File: src/rtl/gf180mcu_fd_sc_mcu9t5v0__rrarb3_1.sv
// Three-way round-robin arbiter with registered one-hot grant and hold-limit preemption.
// State | meaning: IDLE | no grant outstanding ; BUSY | exactly one Gn held by owner gid_q
module gf180mcu_fd_sc_mcu9t5v0__rrarb3_1 #(
    parameter int MAXHOLD = 8
) (
    input  logic       CLK,
    input  logic       RN,
    input  logic       EN,
    input  logic       R1,
    input  logic       R2,
    input  logic       R3,
    output logic       G1,
    output logic       G2,
    output logic       G3,
    output logic       GV,
    output logic [1:0] GID
);

    localparam int HCW = (MAXHOLD < 2) ? 1 : $clog2(MAXHOLD + 1);
    localparam logic [HCW-1:0] HC_MAX = HCW'(MAXHOLD);

    typedef enum logic {IDLE, BUSY} state_t;

    state_t         state_q, state_d;
    logic [1:0]     last_q, last_d;
    logic [1:0]     gid_q, gid_d;
    logic [HCW-1:0] hc_q, hc_d;
    logic [2:0]     g_q, g_d;
    logic           gv_q, gv_d;

    logic [2:0] req;
    logic [1:0] cand1, cand2, pick;
    logic       owner_req, other_req, hc_at_max, preempt;

    assign req = {R3, R2, R1};

    function automatic logic [1:0] next_id(input logic [1:0] v);
        return (v == 2'd3) ? 2'd1 : v + 2'd1;
    endfunction

    function automatic logic req_of(input logic [2:0] r, input logic [1:0] id);
        logic res;
        case (id)
            2'd1:    res = r[0];
            2'd2:    res = r[1];
            2'd3:    res = r[2];
            default: res = 1'b0;
        endcase
        return res;
    endfunction

    function automatic logic [2:0] onehot(input logic [1:0] id);
        logic [2:0] res;
        case (id)
            2'd1:    res = 3'b001;
            2'd2:    res = 3'b010;
            2'd3:    res = 3'b100;
            default: res = 3'b000;
        endcase
        return res;
    endfunction

    always_comb begin
        cand1     = next_id(last_q);
        cand2     = next_id(cand1);
        owner_req = req_of(req, gid_q);
        other_req = |(req & ~onehot(gid_q));
        hc_at_max = (hc_q == HC_MAX);
        // MAXHOLD of zero disables preemption entirely
        preempt   = (MAXHOLD > 0) && hc_at_max && other_req;
        if (req_of(req, cand1))      pick = cand1;
        else if (req_of(req, cand2)) pick = cand2;
        else                         pick = last_q;
    end

    always_comb begin
        state_d = state_q;
        last_d  = last_q;
        gid_d   = gid_q;
        hc_d    = hc_q;
        case (state_q)
            IDLE: begin
                if (EN && (|req)) begin
                    state_d = BUSY;
                    gid_d   = pick;
                    last_d  = pick;
                    hc_d    = '0;
                end
            end
            BUSY: begin
                // A release always lands in IDLE, which enforces the one-cycle gap
                if (!owner_req || preempt) begin
                    state_d = IDLE;
                    gid_d   = 2'd0;
                    hc_d    = '0;
                end else if (!hc_at_max) begin
                    hc_d = hc_q + HCW'(1);
                end
            end
            default: begin
                state_d = IDLE;
                gid_d   = 2'd0;
                hc_d    = '0;
            end
        endcase
        g_d  = onehot(gid_d);
        gv_d = (gid_d != 2'd0);
    end

    always_ff @(posedge CLK or negedge RN) begin
        if (!RN) begin
            state_q <= IDLE;
            last_q  <= 2'd3;
            gid_q   <= 2'd0;
            hc_q    <= '0;
            g_q     <= 3'b000;
            gv_q    <= 1'b0;
        end else begin
            state_q <= state_d;
            last_q  <= last_d;
            gid_q   <= gid_d;
            hc_q    <= hc_d;
            g_q     <= g_d;
            gv_q    <= gv_d;
        end
    end

    assign G1  = g_q[0];
    assign G2  = g_q[1];
    assign G3  = g_q[2];
    assign GV  = gv_q;
    assign GID = gid_q;

endmodule
File: config.mk
export PLATFORM = sky130hd
export DESIGN_NAME = gf180mcu_fd_sc_mcu9t5v0__rrarb3_1
export DESIGN_NICKNAME = d
export VERILOG_FILES = /design/src/rtl/gf180mcu_fd_sc_mcu9t5v0__rrarb3_1.sv
export SDC_FILE = /design/constraint.sdc
export NUM_CORES = 1
export LEC_CHECK = 0
export ABC_AREA = 1
export BUFFER_PORTS_ARGS = -buffer_cell sky130_fd_sc_hd__buf_2
export CAP_MARGIN = 20
export CORE_MARGIN = 4
export CORE_UTILIZATION = 35
export CTS_CLUSTER_DIAMETER = 30
export DETAILED_ROUTE_END_ITERATION = 8
export GPL_TIMING_DRIVEN = 1
export SYNTH_ARGS = -nofsm -noshare
export SYNTH_HDL_FRONTEND = slang
export SYNTH_SLANG_ARGS = --single-unit
File: constraint.sdc
create_clock -name CLK -period 5 [get_ports CLK]
set_input_delay 0.75 -clock CLK [delete_from_list [all_inputs] [get_ports CLK]]
set_output_delay 0.75 -clock CLK [all_outputs]
set_load 0.05 [all_outputs]
* Word level (Yosys, flattened, before mapping) *
Cells that the tools add are included.
Widths: inputs -> output; s select.

word-level totals
  input port bits = 6
  logic and storage cells = 57
  bits in registers = 13
  output and inout port bits = 6

operators by class
  bitwise operators = 3
  muxes and demuxes = 20
  add/subtract/negate cells = 3
  reduce and logical (&&, ||, !) cells = 9
  equality and inequality tests = 16

operators with widths
  operator             count
  $eq 2x2->1 const B   9
  $pmux 3 s3           2
  $mux 2               6
  $mux 4               3
  $pmux 1 s3           3
  $eq 2x1->1 const B   4
  $pmux 4 s2           1
  $reduce_or 3->1      2
  $add 2x1->2 const B  2
  $add 4x1->4 const B  1
  $eq 4x4->1 const B   1
  $pmux 2 s2           1
  $reduce_and 2->1     2
  $and 3x3->3          1
  $mux 1               3
  $ne 3x2->1 const B   1
  $not 3->3            1
  $logic_and 1x1->1    2
  $ne 2x2->1 const B   1
  $pmux 1 s2           1
  $reduce_bool 2->1    1
  $logic_not 1->1      1
  $logic_or 1x1->1     1
  $not 1->1            1

* Logic depth before layout (Yosys ltp) *
  depth in word-level cells = 13
  depth in mapped cells = 13
  depth with buffers taken out = 13

* Worst setup path before layout *
Ideal clock, no wire load.

  kind = register to register
  start = reg last_q[0]
  end = reg g_q[2]
  setup time = 113 ps
  data required time = 4887 ps
  setup slack = 3404 ps
  data arrival time = 1483 ps
  buffers on the path = 0
  clock period less this slack = 1596 ps
  cell stages (with the launch flop) = 11
  path through = dfstp_2 -> inv_1 -> ha_1 -> nand2_1 -> nand3_1 -> nand2_1 -> nand3_1 -> nand2_2 -> nand2_4 -> nand2_1 -> inv_1

on the way
  cells in the longest elaborated chain, start to end = 13
  elaborated cells on any way between the ends = 22
  those cells by class = 2 x add/sub; 10 x eq/ne; 10 x mux

ends and longest elaborated chain
  element                                           line    text
  from (decl)                                       25      logic [1:0] last_q, last_d;
  from (signal assigned)                            120     last_q <= last_d;
  $add 2x1->2 / $eq 2x2->1 (equally long branches)  38      return (v == 2'd3) ? 2'd1 : v + 2'd1;
  $mux 2 *                                          38
  $add 2x1->2 / $eq 2x2->1 (equally long branches)  38, 43
  $mux 2                                            38
  $eq 2x2->1 / $eq 2x1->1 (equally long branches)   43      case (id)
  $pmux 1 s3                                        43
  $mux 1                                            71      if (req_of(req, cand1)) pick = cand1;
  $mux 2                                            72      else if (req_of(req, cand2)) pick = cand2;
  $mux 2 *                                          71
  $mux 2 *                                          83      if (EN && (|req)) begin
  $pmux 2 s2 *                                      81      case (state_q)
  via gid_d[1]                                      26      logic [1:0] gid_q, gid_d;
  $eq 2x2->1 / $eq 2x1->1 (equally long branches)   54      case (id)
  $pmux 3 s3 *                                      54
  via g_d[2]                                        28      logic [2:0] g_q, g_d;
  to (signal assigned)                              123     g_q <= g_d;
  to (decl)                                         28

The timed path passes the listed nets; every way through them passes the cells marked *. The select of a mux whose other input is x is not followed.
A chain may end at the register's enable or synchronous reset.

* Final worst setup path *
  start = reg gid_q[0] (netlist: GID[0])
  end = out GID[0]

RTL lines
  element                 line  text
  from (decl)             26
  from (signal assigned)  121   gid_q <= gid_d;
  to (decl)               16    output logic [1:0] GID

No word-level cell between the ends.

==> results_dict.tcl <==
set metrics [dict create \
    critPathMaxFanout 4 \
    timing.hold.worst.class "input pin to async pin" \
    die_y_um 56.1 \
    synth_largest_area_cell "sky130_fd_sc_hd__dfrtp_1" \
    layout.nets 133 \
    synth_area_leaders "sky130_fd_sc_hd__dfrtp_1 34%, sky130_fd_sc_hd__nand2_1 17%, sky130_fd_sc_hd__ha_1 7.7%, sky130_fd_sc_hd__dfstp_2 6.5%, sky130_fd_sc_hd__inv_1 6.5%" \
    antenna_found_initial 0 \
    postRouteWirelength_mm 1.44 \
    power.density_nw_per_um2 555 \
    hold-worst-slack_ns 0.339 \
    cts.sink_count 13 \
    buffer_ports.inserted 11 \
    grt_setup_unrepaired "false" \
    timing.critical_path.slowest_cell_delay_ns 0.44 \
    finalCriticalPeriod_ns 1.76 \
    sum_of_met2_wire_segment_lengths_after_detailed_routing_um 550 \
    initial_core_util_pct 36.5 \
    dr.first_iter.drc_count 8 \
    max-clock-path-buffers 2 \
    routed_via_density 4.27 \
    average_detailed_routed_wire_length_per_instance_um 9.68 \
    synth_seq_cells 13 \
    antennaDiodeCount 0 \
    cp.required_ns 4.25 \
    status "completed" \
    numCtsBuffers 3 \
    grtUsageTotal_pct 10.8 \
    synth_sequential_area_ratio_pct 40.6 \
    synth_fp_nets 117 \
    drv_slew 0 \
    worstSkewPairLatency_ns 0.28 \
    largest_net_degree_at_the_start_of_global_routing 14 \
    fmax_mhz 567 \
    post_cts.repair.setup_buffers 0 \
    drive_gt1_share_pct 29.8 \
    dp_hpwl_mm 1.14 \
    syn-cell-area_sq_um 808 \
    floorplan.io_pins 12 \
    element_type_at_the_critical_path_end "primary output" \
    met3WireLength_um 90 \
    flow.area_growth_from_synthesis_pct 14.6 \
    detailroute.via_count 636 \
    synthesis.area_per_instance_sq_um 7.63 \
    p_leak_nw 0.512 \
    timing.critical_path.cells "buf_2" \
    finalHoldViolCount 0 \
    gpl_congestion 0.769 \
    grt_pass1_vias 639 \
    worstPathArrival_ns 1.01 \
    cts.root.buffer_cell "sky130_fd_sc_hd__clkbuf_4" \
    skew_ns 0.00440 \
    core.rowCount 17 \
    die_span_in_x_um 56.1 \
    postSynthCellCount 106 \
    ctsResizeCount 0 \
    worst_setup_hold_path_clk_slew_ns 0.09 \
    timing.final.setup_violations 0 \
    final_routed_drc_violation_total 0 \
    yosys.area.top_type_share_pct 34.1 \
    worstSetupPathType "flop to primary output" \
    route.antenna.remaining_nets 0 \
    worstMarginPinSlew_ns 0.289 \
    yosysWarningCount 0 \
    drt_pre_antenna_iters 4 \
    overflow 0 \
    irDropWorstVdd_mv 0.341 \
    cpLargestDelayFamily "flip-flops" \
    top_layer "met4" \
    final_cell_mix "36 x sky130_fd_sc_hd__nand2_1, 14 x sky130_fd_sc_hd__inv_1, 11 x sky130_fd_sc_hd__dfrtp_1, 11 x sky130_fd_sc_hd__buf_2" \
    final_common_cell "sky130_fd_sc_hd__nand2_1" \
    grt_pass1_wl_mm 2.68 \
    timing.max_slew.rel_slack_pct 80.7 \
    cp-start-kind "flop" \
    drv_cap 0 \
    cts_tree "yes" \
    post_cts_hold_buffer_count 0 \
    design.die.area_sq_um 3140 \
    cpMaxStageDelayCell "sky130_fd_sc_hd__dfrtp_1" \
    fin_crit_sh_pct 35.3 \
    met1Wirelength_um 777 \
    fin_tns_setup_ns 0 \
    critical_path_buf_inv_count 1 \
    cts-htree-levels 1 \
    synth.lib_cells_used.distinct 18 \
    floorplan.core_area_sq_um 2210 \
]
[sequential cells by signal, summed over array words and instances, names as in the netlist]
name	cells
GID	2
hc_q	4
state_q	1
g_q	3
GV	1
last_q	2
[per-layer routing]
| metal | track usage [%] | vias to the layer above |
|---|---|---|
| li1 | - | 354 |
| met3 | 2.78 | 4 |
| met5 | 0 | - |
| met1 | 14.9 | 265 |
| met4 | 6.10 | 0 |
| met2 | 15.0 | 13 |
[layout make-up]
type | count | area (sq um)
tap | 28 | 35.0
timing repair buffer | 11 | 55.1
inverter | 17 | 63.8
fill | 238 | 1290
clock buffer | 3 | 22.5
clock inverter | 1 | 5.00
sequential | 13 | 328
multi-input combinational | 76 | 417
[report_power, final]
part           switching, mW  internal [mW]
logic                  0.196         0.0846
registers             0.0245          0.141
clock network         0.0372         0.0297
total                  0.258          0.256
[metrics by stage]
stage               instance area (sq um)  instances  worst slack (ns)  power [mW]  utilization [%]
finish                                926        149              3.24       0.514             41.9
global placement                      898        145              3.27       0.449             40.6
CTS                                   926        149              3.22       0.521             41.9
global route                          926        149              3.06       0.565             41.9
floorplan                             808        106              3.40       0.393                -
detailed placement                    898        145              3.27       0.450             40.6
[cell usage after synthesis]
library cell	n
sky130_fd_sc_hd__inv_1	14
sky130_fd_sc_hd__nor2_1	6
sky130_fd_sc_hd__o21ai_0	3
sky130_fd_sc_hd__ha_1	5
sky130_fd_sc_hd__nor3_1	1
sky130_fd_sc_hd__dfrtp_1	11
sky130_fd_sc_hd__a21oi_2	2
sky130_fd_sc_hd__nor2_2	3
sky130_fd_sc_hd__nand4_1	1
sky130_fd_sc_hd__nand2_1	36
sky130_fd_sc_hd__a21oi_1	1
sky130_fd_sc_hd__nand2_4	4
sky130_fd_sc_hd__nor2_4	1
sky130_fd_sc_hd__nand2_2	6
sky130_fd_sc_hd__dfstp_2	2
sky130_fd_sc_hd__inv_2	3
sky130_fd_sc_hd__o21ai_1	3
sky130_fd_sc_hd__nand3_1	4
[cells by family after synthesis]
| family | after synthesis | synth area share (%) |
|---|---|---|
| adders and majority gates | 5 | 7.74 |
| buffers and inverters | 17 | 7.89 |
| DFF | 13 | 40.6 |
| and+or+nand+nor | 62 | 37.3 |
| AOI/OAI and AO/OA | 9 | 6.50 |
[worst paths after layout]
path,cells past startpoint,start,slack [ns],endpoint
setup / recovery,1,GID[0]$_DFF_PN0_,3.24,GID[0]
hold / removal,1,RN,0.34,g_q[2]$_DFF_PN0_
setup reg to reg,13,last_q[0]$_DFFE_PN1P_,3.24,g_q[2]$_DFF_PN0_
hold reg to reg,2,last_q[0]$_DFFE_PN1P_,0.56,last_q[0]$_DFFE_PN1P_
max in group asynchronous,1,RN,4.39,last_q[1]$_DFFE_PN1P_
min in group CLK,2,last_q[0]$_DFFE_PN1P_,0.56,last_q[0]$_DFFE_PN1P_
Power figures use the tool's default switching activity.
